File: src/rtl/digit_scan_mux_pkg.sv
// digit_scan_pkg: shared constants and helpers for the digit scanner.
//   DIGIT_W     width of one BCD/hex digit
//   ANODE_OFF   level that turns an anode off (anodes are active-low)
//   MAX_DIGITS  widest anode vector any instance may use
//   onehot_cold returns the active-low anode vector selecting digit idx
package digit_scan_pkg;

  localparam int unsigned DIGIT_W    = 4;
  localparam logic        ANODE_OFF  = 1'b1;
  localparam int unsigned MAX_DIGITS = 8;
  localparam int unsigned MAX_IDX_W  = 3;

  function automatic logic [MAX_DIGITS-1:0] onehot_cold(input logic [MAX_IDX_W-1:0] idx);
    logic [MAX_DIGITS-1:0] vec;
    vec      = {MAX_DIGITS{ANODE_OFF}};
    vec[idx] = ~ANODE_OFF;
    return vec;
  endfunction

endpackage

File: src/rtl/digit_scan_mux_prescaler.sv
// refresh_prescaler: counts enabled cycles 0..REFRESH_DIV-1 and flags the last one.
//   Clk     system clock, rising edge
//   Rst     asynchronous, active-low reset
//   Enable  1 = count, 0 = hold count
//   Tick    combinational, high while Enable and the count is at its top value
module refresh_prescaler #(
  parameter int unsigned REFRESH_DIV = 50000,
  parameter int unsigned CNT_W       = $clog2(REFRESH_DIV)
) (
  input  logic Clk,
  input  logic Rst,
  input  logic Enable,
  output logic Tick
);

  logic [CNT_W-1:0] cnt_q, cnt_d;
  logic             at_top;

  always_comb begin
    at_top = (cnt_q == CNT_W'(REFRESH_DIV - 1));
    cnt_d  = cnt_q;
    if (Enable) begin
      cnt_d = at_top ? '0 : cnt_q + 1'b1;
    end
    Tick = Enable && at_top;
  end

  always_ff @(posedge Clk or negedge Rst) begin
    if (!Rst) begin
      cnt_q <= '0;
    end else begin
      cnt_q <= cnt_d;
    end
  end

endmodule

File: src/rtl/digit_scan_mux.sv
// digit_scan_mux: time-multiplexed scanner for a seven-segment display.
//   Clk        system clock, rising edge
//   Rst        asynchronous, active-low reset
//   Enable     1 = scan, 0 = freeze scan with anodes off
//   Load       1-cycle strobe capturing DigitsIn/BlankMask (applied at frame wrap)
//   DigitsIn   digit k = DigitsIn[4k+3:4k]
//   BlankMask  1 = digit k never lights
//   NibbleOut  registered digit value for the decoder
//   AnodeOut   registered active-low one-cold anode enables
//   DigitIdx   current digit index
//   FrameDone  1-cycle pulse after the index wraps to 0
// Each slot is one dead cycle (anodes off) followed by REFRESH_DIV-1 lit cycles.
module digit_scan_mux
  import digit_scan_pkg::*;
#(
  parameter int unsigned NUM_DIGITS  = 4,
  parameter int unsigned REFRESH_DIV = 50000,
  parameter int unsigned IDX_W       = $clog2(NUM_DIGITS),
  parameter int unsigned CNT_W       = $clog2(REFRESH_DIV)
) (
  input  logic                          Clk,
  input  logic                          Rst,
  input  logic                          Enable,
  input  logic                          Load,
  input  logic [DIGIT_W*NUM_DIGITS-1:0] DigitsIn,
  input  logic [NUM_DIGITS-1:0]         BlankMask,
  output logic [DIGIT_W-1:0]            NibbleOut,
  output logic [NUM_DIGITS-1:0]         AnodeOut,
  output logic [IDX_W-1:0]              DigitIdx,
  output logic                          FrameDone
);

  localparam logic [NUM_DIGITS-1:0] ALL_OFF = {NUM_DIGITS{ANODE_OFF}};

  logic [DIGIT_W*NUM_DIGITS-1:0] act_dig_q, act_dig_d, pend_dig_q, pend_dig_d;
  logic [NUM_DIGITS-1:0]         act_blank_q, act_blank_d, pend_blank_q, pend_blank_d;
  logic                          pend_valid_q, pend_valid_d;
  logic [IDX_W-1:0]              idx_q, idx_d, idx_next;
  logic [DIGIT_W-1:0]            nibble_q, nibble_d;
  logic [NUM_DIGITS-1:0]         anode_q, anode_d;
  logic                          frame_done_q, frame_done_d;
  logic                          tick, wrap;
  logic [MAX_DIGITS-1:0]         cold_vec;

  refresh_prescaler #(
    .REFRESH_DIV (REFRESH_DIV),
    .CNT_W       (CNT_W)
  ) u_prescaler (
    .Clk    (Clk),
    .Rst    (Rst),
    .Enable (Enable),
    .Tick   (tick)
  );

  always_comb begin
    act_dig_d    = act_dig_q;
    act_blank_d  = act_blank_q;
    pend_dig_d   = pend_dig_q;
    pend_blank_d = pend_blank_q;
    pend_valid_d = pend_valid_q;
    idx_d        = idx_q;
    nibble_d     = nibble_q;
    anode_d      = anode_q;

    idx_next = (idx_q == IDX_W'(NUM_DIGITS - 1)) ? '0 : idx_q + 1'b1;
    wrap     = tick && (idx_q == IDX_W'(NUM_DIGITS - 1));
    cold_vec = onehot_cold(MAX_IDX_W'(idx_q));

    // A Load coinciding with the wrap bypasses pending; it supersedes any older pending value.
    if (wrap && Load) begin
      act_dig_d    = DigitsIn;
      act_blank_d  = BlankMask;
      pend_valid_d = 1'b0;
    end else if (wrap && pend_valid_q) begin
      act_dig_d    = pend_dig_q;
      act_blank_d  = pend_blank_q;
      pend_valid_d = 1'b0;
    end else if (Load) begin
      pend_dig_d   = DigitsIn;
      pend_blank_d = BlankMask;
      pend_valid_d = 1'b1;
    end

    frame_done_d = wrap;

    if (!Enable) begin
      anode_d = ALL_OFF;
    end else if (tick) begin
      // Dead cycle; the digit is taken from the post-swap active set.
      idx_d    = idx_next;
      nibble_d = act_dig_d[DIGIT_W*idx_next +: DIGIT_W];
      anode_d  = ALL_OFF;
    end else begin
      // Lit part of the slot; also restores the anode immediately after Enable returns.
      anode_d = act_blank_q[idx_q] ? ALL_OFF : cold_vec[NUM_DIGITS-1:0];
    end
  end

  always_ff @(posedge Clk or negedge Rst) begin
    if (!Rst) begin
      act_dig_q    <= '0;
      act_blank_q  <= '1;
      pend_dig_q   <= '0;
      pend_blank_q <= '1;
      pend_valid_q <= 1'b0;
      idx_q        <= '0;
      nibble_q     <= '0;
      anode_q      <= ALL_OFF;
      frame_done_q <= 1'b0;
    end else begin
      act_dig_q    <= act_dig_d;
      act_blank_q  <= act_blank_d;
      pend_dig_q   <= pend_dig_d;
      pend_blank_q <= pend_blank_d;
      pend_valid_q <= pend_valid_d;
      idx_q        <= idx_d;
      nibble_q     <= nibble_d;
      anode_q      <= anode_d;
      frame_done_q <= frame_done_d;
    end
  end

  assign NibbleOut = nibble_q;
  assign AnodeOut  = anode_q;
  assign DigitIdx  = idx_q;
  assign FrameDone = frame_done_q;

endmodule

File: config.mk
export PLATFORM = sky130hd
export DESIGN_NAME = digit_scan_mux
export DESIGN_NICKNAME = d
export VERILOG_FILES = /design/src/rtl/digit_scan_mux_pkg.sv /design/src/rtl/digit_scan_mux_prescaler.sv /design/src/rtl/digit_scan_mux.sv
export SDC_FILE = /design/constraint.sdc
export NUM_CORES = 1
export LEC_CHECK = 0
export CAP_MARGIN = 15
export CORE_ASPECT_RATIO = 0.5
export CORE_UTILIZATION = 60
export DETAILED_ROUTE_END_ITERATION = 7
export HOLD_SLACK_MARGIN = 0.05
export PLACE_DENSITY_LB_ADDON = 0.3
export SLEW_MARGIN = 10
export SYNTH_ARGS = -nofsm -noshare
export SYNTH_HDL_FRONTEND = slang
export SYNTH_SLANG_ARGS = --single-unit
File: constraint.sdc
create_clock -name Clk -period 3.8 [get_ports Clk]
set_clock_uncertainty 0.1 [all_clocks]
set_input_delay 0.57 -clock Clk [delete_from_list [all_inputs] [get_ports Clk]]
set_output_delay 0.57 -clock Clk [all_outputs]
set_load 0.05 [all_outputs]
==> run summary, run 1 <==
outcome = finished, final reports clean
Max FO, Critical Path = 15
Placer Congestion = 0.815
CP required = 3.91 ns
max-cap violation count = 0
first-pass GRT wire length = 11900 um
standard-cell rows = 18
Die W = 108 um
Reg2Reg Depth = 8
Post-CTS Resized = 0
crit path launch type = primary input
total number of yosys warnings = 0
CTS Root Buffer Type = clkbuf_8
Finished Core Util = 0.769
initial antenna violation count = 0
clk buf depth = 2
GR Layer Usage met1 = 0.338
RSZ-0062 raised after global routing = false
htree depth = 3
Finished Layout Cells = 422
Starting Density = 0.655
layout cell share with drive strength beyond 1 = 0.210
Avg Inst Size Synth = 10.8 um^2
RR Endpoint = NibbleOut[0]
Area growth, synth to finish = 17.5%
RR Startpoint = u_prescaler.cnt_q[0]
Synth Register Bits = 68
HPWL after detailed placement = 5110 um
initial DRC count = 150
Final min period = 2.77 ns
Num CTS Buffers = 9
Fmax = 0.361 GHz
vias in the first global route = 2531
First-pass DRT Iterations = 6
setup TNS = 0 ns
Port Buffers = 34
Setup-failing EPs final = 0
overall routing resource usage = 0.275
hold-fix buffers at CTS = 0
Async SR Flop Fraction = 1.00
vias per inst = 6.08
Data arrival, critical path = 2.89 ns
Tcrit/Tclk final = 0.729
DIE AREA = 5950 um^2
Final Hold Viols = 0
WS Path Type = primary input to flip-flop
largest net degree at the start of global routing = 35
number of synthesized flops with an enable pin = 0
WHS = 0.105 ns
grt peak-use layer = met2
static leakage = 1.63 nW
Inserted Diodes = 0
Worst VDD drop = 0.000313 V
Chip Height = 55.0 um
total gr overflow = 0
Worst Tran Pin Value = 0.995 ns
CTS tree = done
Hold Crit Class = primary input to asynchronous set/reset pin
DP Cell Count = 406
Final nets = 376
final WL = 7290 um
Synth area leaders = dfrtp_1 42%, dfstp_2 9.3%, mux2_2 6.7%, o21ai_0 4.4%, a22oi_1 2.7%
GRT met2 Usage = 0.473
WL/cell = 17.3 um
most frequent cells in the layout = 56 x dfrtp_1, 33 x clkdlybuf4s50_1, 30 x o21ai_0
met3 GRT Util = 0.0691
syn nets = 341
# Post-CTS Setup Buffers = 0
CTS clk-pin slew, worst paths = 0.07 ns
top-area cell type share of the netlist area = 0.415
Slew headroom = 0.337
post-synth top area cell = dfrtp_1
clock latency on the worst-skew pair = 0.35 ns
DRC = 0
via count = 2567
PD cells = 391 nW/um^2
clock sink count = 68
Post-Syn Area = 3380 um^2
Most used DFF post-synth = dfrtp_1
Mapped Cells = 312
Ports = 35
Synth cell types = 49
max-slew violations = 0
critical path capture point type = flip-flop
FF-to-FF setup slack = 1.04 ns
commonest non-fill, non-tap cell in the layout = dfrtp_1
post-route ant nets = 0
core region area = 5160 um^2
sequential area share after synthesis = 0.509
## worst max-delay path by stage
stage,startpoint,endpoint,slack (ns),cells past startpoint
after floorplan,DigitIdx[0],pend_dig_q[0],1.40,7
after global placement,Enable,NibbleOut[0],0.82,7
after detailed placement,Enable,NibbleOut[0],0.73,7
after CTS,u_prescaler.cnt_q[0],NibbleOut[0],1.08,8
after global routing,Enable,NibbleOut[0],0.88,7
final,Enable,NibbleOut[0],1.03,7
## metrics by stage
stage                     area [um^2]  power, mW  setup slack [ns]
after detailed placement         3770      0.990             0.734
after global placement           3770      0.979             0.821
after global routing             3970       1.61             0.880
after floorplan                  3380      0.916              1.40
after CTS                        3970       1.56              1.08
final                            3970       1.55              1.03
## cell families after synthesis
group	synth area share
AOI/OAI and AO/OA	0.153
adders and majority gates	0.0185
buffers and inverters	0.0345
muxes	0.0852
and+or+nand+nor	0.167
DFF	0.509
xor gates and xnor gates	0.0337
## layout make-up
cell class	instances	area [um^2]
clock buffers	13	179
clock inverters	3	18.8
fillers	337	1190
inverters	8	35.0
multi-input cells	219	1540
flip-flops and latches	68	1720
well taps	70	87.6
repair buffers	41	388
## registers in the layout, summed over array words and instances (netlist names), 2 cells and up
register / cells
act_blank_q: 4
DigitIdx: 2
AnodeOut: 4
pend_blank_q: 4
NibbleOut: 4
pend_dig_q: 16
act_dig_q: 16
u_prescaler.cnt_q: 16
## per-layer routing
metal  up-vias  routed length [um]
li1       1198                   -
met1      1256                3210
met3        16                 465
met4         0                 116
met2        97                3500
met5         -                   0
## critical path, stage by stage
cell and delay [ns]:
clkdlybuf4s50_1 0.56, nand3_1 0.30, or2_1 0.62, clkinv_4 0.28
a22o_4 0.30, mux2i_1 0.14, o311ai_1 0.12
## report_power, final
| group | total (mW) | leakage (nW) | internal [mW] | switching, mW |
|---|---|---|---|---|
| clock | 0.575 | 0.105 | 0.307 | 0.268 |
| sequential | 0.834 | 0.838 | 0.780 | 0.0539 |
| combinational | 0.144 | 0.685 | 0.0739 | 0.0697 |
## synth_stat cells, types with 7 or more instances
cell,number
dfrtp_1,56
xnor2_1,8
inv_1,7
nand2_1,24
o21ai_0,30
a31oi_1,12
nor2b_1,13
o211ai_1,9
mux2_2,20
nand3_1,12
dfstp_2,12
a22oi_1,12
clkbuf_1,12
nor2_1,17
(Power assumes the default switching activity.)
==> run 2, diff against run 1 <==
--- a/config.mk
+++ b/config.mk
@@ -7,7 +7,7 @@
 export LEC_CHECK = 0
 export CAP_MARGIN = 15
 export CORE_ASPECT_RATIO = 0.5
-export CORE_UTILIZATION = 60
+export CORE_UTILIZATION = 51
 export DETAILED_ROUTE_END_ITERATION = 7
 export HOLD_SLACK_MARGIN = 0.05
 export PLACE_DENSITY_LB_ADDON = 0.3
==> constraint.sdc (replaced) <==
create_clock -name Clk -period 2.3 [get_ports Clk]
set_clock_uncertainty 0.1 [all_clocks]
set_input_delay 0.345 -clock Clk [delete_from_list [all_inputs] [get_ports Clk]]
set_output_delay 0.345 -clock Clk [all_outputs]
set_load 0.05 [all_outputs]
==> run 2 against run 1 <==
  * Final cell count rose by 7.6%
  * First-iteration DRC count rose by 2.7%
  * Worst setup slack got worse by 0.96 ns
  * Sequential cell count stayed put
  * Sequential share of layout area shrank 2.7 points
  * Highest routed layer unchanged
  * Critical path depth fell by 1
==> run summary, run 2 (synthesized netlist as in run 1, its figures left out) <==
WL/cell = 16.8 um
Worst VDD drop = 0.000452 V
max-slew violations = 0
HPWL after detailed placement = 5140 um
Fmax = 0.449 GHz
largest net degree at the start of global routing = 69
first-pass GRT wire length = 12400 um
Final Hold Viols = 0
delay-heaviest family, CP = simple AND/OR/NAND/NOR gates
DP Cell Count = 431
standard-cell rows = 20
Setup-failing EPs final = 0
max-cap violation count = 0
via count = 2633
layout cell share with drive strength beyond 1 = 0.246
DIE AREA = 6970 um^2
Max FO, Critical Path = 10
slowest cell on the critical path = dfrtp_1
static leakage = 1.75 nW
initial DRC count = 154
WP buf/inv = 0
Die W = 117 um
initial antenna violation count = 0
CP required = 2.40 ns
crit path launch type = flip-flop
final WL = 7610 um
CTS clk-pin slew, worst paths = 0.05 ns
CTS tree = done
hold_sp = pend_dig_q[10]
Slew headroom = 0.655
Ports = 35
PD cells = 728 nW/um^2
Final nets = 390
most frequent cells in the layout = 53 x dfrtp_1, 33 x clkdlybuf4s50_1, 30 x o21ai_0
Num CTS Buffers = 9
Hold Crit Class = flip-flop to flip-flop
commonest non-fill, non-tap cell in the layout = dfrtp_1
setup ws final = 0.0714 ns
overall routing resource usage = 0.242
post-route ant nets = 0
vias in the first global route = 2603
Tcrit/Tclk final = 0.969
Worst Tran Pin Value = 0.516 ns
CTS Root Buffer Type = clkbuf_16
Chip Height = 59.5 um
Max stage delay on crit path = 0.45 ns
Final min period = 2.23 ns
critical path capture point type = flip-flop
CP cell instances = nor4b_4, nand4_4, or3_4, a22o_4, mux2i_1, o311ai_1
total power draw = 3.09 mW
Starting Density = 0.542
Data arrival, critical path = 2.33 ns
Finished Layout Cells = 454
Fill cells = 458
clock latency on the worst-skew pair = 0.33 ns
WS Path Type = flip-flop to flip-flop
clk buf depth = 2
core region area = 6230 um^2
Inserted Diodes = 0
Placer Congestion = 0.842
WHS = 0.387 ns
Finished Core Util = 0.681
total gr overflow = 0
vias per inst = 5.80
First-pass DRT Iterations = 5
clock sink count = 68
htree depth = 3
crit path launch = u_prescaler.cnt_q[5]
DRC = 0
Top Registers = act_dig_q: 16 flops, pend_dig_q: 16 flops, u_prescaler.cnt_q: 16 flops
Port Buffers = 34
RR Startpoint = u_prescaler.cnt_q[5]
Place WS = 0.0531 ns
outcome = finished, final reports clean
Area growth, synth to finish = 25.8%
==> run 2: changes by cell type in the layout (fill, tap and decap cells not counted) <==
cell,delta
dlygate4sd3_1,+1
dfrtp_1,-3
ha_1,-1
clkbuf_8,-10
clkbuf_1,+1
buf_4,+11
bufinv_16,+1
clkbuf_16,+9
buf_12,+2
ha_2,+1
clkinv_2,-1
dfrtp_2,+3
==> run 2: metrics by stage <==
step	setup TNS, ns	area (um^2)
detailed placement	0	3870
global placement	0	3870
floorplan	0	3380
CTS	0	4200
finish	0	4250
global route	-0.0264	4250
==> run 2: path summary, 6_finish.rpt <==
path	to	slack, ns	cells after the start
worst max-delay path	NibbleOut[0]	0.07	6
worst min-delay path	act_dig_q[10]	0.39	2
worst max register to register	NibbleOut[0]	0.07	6
worst min register to register	act_dig_q[10]	0.39	2
max in group asynchronous	AnodeOut[0]	1.32	3
min in group asynchronous	FrameDone	0.45	3
==> run 2: power breakdown <==
group	internal, mW	switching [mW]	total [mW]
Combinational	0.156	0.141	0.296
Clock	0.927	0.497	1.42
Sequential	1.29	0.0771	1.37
Total	2.37	0.714	3.09
==> run 2: what timing repair did <==
item,in CTS,in global routing
gates resized for setup,0,2
endpoints found under the setup margin,0,4
buffers inserted,0,6
hold endpoints to repair,56,0
hold buffers,1,0
==> run 2: tightest hold or removal path: stages, from the launching register on <==
cell     delay [ns]
dfrtp_1        0.36
a21oi_2        0.06
inv_1          0.04
==> run 2: routing by layer <==
metal	track usage	share of wire	up-vias
li1	-	-	1235
met1	0.316	0.45	1310
met2	0.399	0.49	78
met3	0.0675	0.049	10
met4	0.0723	0.0092	0
met5	0	0	-
==> run 2: cell type report <==
type,count,area [um^2],share of cell area
Clock buffer,13,270,0.0637
Clock inverter,3,43.8,0.0103
Inverter,8,35.0,0.00825
Multi-Input combinational cell,219,1550,0.364
Sequential cell,68,1720,0.405
Tap cell,88,110,0.0259
Timing Repair Buffer,55,520,0.123
==> run 3, diff against run 2 <==
--- a/config.mk
+++ b/config.mk
@@ -7,6 +7,7 @@
 export LEC_CHECK = 0
 export CAP_MARGIN = 15
 export CORE_ASPECT_RATIO = 0.5
+export CORE_MARGIN = 3
 export CORE_UTILIZATION = 51
 export DETAILED_ROUTE_END_ITERATION = 7
 export HOLD_SLACK_MARGIN = 0.05
==> run 3 against run 2 <==
  * Non-clock buffer count rose by 1
  * Critical path depth is 2 higher
  * Critical endpoint is now NibbleOut[3]
  * Register-to-register slack gained 0.03 ns
  * Power decreased by 1.3%
  * Critical path type unchanged
  * Worst setup slack better by 0.035 ns
  * Sequential share of layout area about the same
  * Combinational power decreased by 6%
==> run summary, run 3 (synthesized netlist as in run 1, its figures left out) <==
outcome = finished, final reports clean
fin area = 4240 um^2
FF-to-FF setup slack = 0.11 ns
CTS Root Buffer Type = clkbuf_16
static leakage = 1.74 nW
Die W = 121 um
RR Endpoint = NibbleOut[3]
Final Hold Viols = 0
WP buf/inv = 2
Final min period = 2.19 ns
Fill cells = 460
Max FO, Critical Path = 15
Inserted Diodes = 0
Ports = 35
final WL = 7690 um
Worst VDD drop = 0.000579 V
Final nets = 391
most frequent cells in the layout = 54 x dfrtp_1, 33 x clkdlybuf4s50_1, 30 x o21ai_0
overall routing resource usage = 0.217
DRC = 0
max-cap violation count = 0
vias per inst = 5.80
Worst Tran Pin Value = 0.781 ns
Top Registers = act_dig_q: 16 flops, pend_dig_q: 16 flops, u_prescaler.cnt_q: 16 flops
slowest cell on the critical path = dfrtp_1
First-pass DRT Iterations = 4
via count = 2638
DP Cell Count = 436
WL/cell = 16.9 um
Finished Layout Cells = 455
Hold Crit Class = flip-flop to flip-flop
first-pass GRT wire length = 13000 um
clk buf depth = 2
Reg2Reg Depth = 8
htree depth = 3
CP Capture Point = NibbleOut[3]
CP required = 2.45 ns
RR Startpoint = u_prescaler.cnt_q[7]
layout cell share with drive strength beyond 1 = 0.253
Num CTS Buffers = 9
critical path capture point type = flip-flop
clock latency on the worst-skew pair = 0.33 ns
register area = 1720 um^2
Port Buffers = 34
Placed Area = 3900 um^2
Placer Congestion = 0.824
total gr overflow = 0
Max stage delay on crit path = 0.43 ns
crit path launch type = flip-flop
post-route ant nets = 0
vias in the first global route = 2695
core region area = 6230 um^2
Starting Density = 0.542
Slew headroom = 0.479
Multi-input gate area = 1560 um^2
Worst path depth = 8
Setup-failing EPs final = 0
largest net degree at the start of global routing = 35
Fmax = 0.456 GHz
PD cells = 719 nW/um^2
Tcrit/Tclk final = 0.954
DIE AREA = 7690 um^2
hold_sp = act_dig_q[0]
CP cell instances = and4bb_2, nand4_1, buf_4, nor3_1, buf_4, a22o_1, a21oi_2, o211ai_1
initial DRC count = 166
max-slew violations = 0
WS Path Type = flip-flop to flip-flop
delay-heaviest family, CP = simple AND/OR/NAND/NOR gates
clock sink count = 68
Data arrival, critical path = 2.34 ns
commonest non-fill, non-tap cell in the layout = dfrtp_1
CP most frequent cell = buf_4
Chip Height = 63.5 um
HPWL after detailed placement = 5340 um
CTS clk-pin slew, worst paths = 0.06 ns
initial antenna violation count = 0
total power draw = 3.05 mW
crit path launch = u_prescaler.cnt_q[7]
Area growth, synth to finish = 25.7%
CTS tree = done
standard-cell rows = 20
[run 3: cell count changes in the layout (fill, tap and decap cells not counted), sizes merged]
cell,change
buf,+1
clkbuf,-1
clkinvlp,+1
[run 3: timing repair]
| item | in CTS | in global routing |
|---|---|---|
| gates resized for setup | 0 | 4 |
| hold endpoints to repair | 19 | 0 |
| setup endpoints to repair | 0 | 32 |
| hold buffers | 1 | 0 |
| buffers inserted | 0 | 2 |
[run 3: final cells by class]
cell class | count | area share
clock buffer | 12 | 0.0605
clock inverter | 4 | 0.0112
inverter | 8 | 0.00826
multi-input combinational | 219 | 0.367
sequential | 68 | 0.405
tap | 88 | 0.0260
timing repair buffer | 56 | 0.121
[run 3: worst min path at each step]
stage	depth (start not counted)	end
finish	1	act_dig_q[0]
global route	1	act_dig_q[0]
CTS	1	act_dig_q[0]
detailed placement	1	u_prescaler.cnt_q[6]
global placement	1	u_prescaler.cnt_q[3]
floorplan	0	DigitIdx[0]
[run 3: per-layer routing]
layer | GRT usage | share of wire | vias to the layer above
met5 | 0 | 0 | -
met4 | 0.0508 | 0.012 | 0
met3 | 0.0888 | 0.055 | 8
met2 | 0.346 | 0.48 | 66
met1 | 0.278 | 0.45 | 1331
li1 | - | - | 1233
[run 3: power by group]
part           switching, mW  leakage, nW  total, mW  internal, mW
Clock                  0.502        0.149       1.40         0.894
Combinational          0.133        0.760      0.279         0.146
Sequential            0.0835        0.836       1.37          1.29
Total                  0.718         1.74       3.05          2.33
[run 3: per-stage QoR]
step,hold slack (ns),setup slack (ns),TNS [ns],utilization
2_1_floorplan,-0.0506,0.0891,0,-
3_3_place_gp,0.360,0.124,0,0.626
3_5_place_dp,0.370,0.0725,0,0.626
4_1_cts,0.398,0.0648,0,0.676
5_1_grt,0.416,-0.00803,-0.00803,0.681
6_report,0.395,0.106,0,0.681
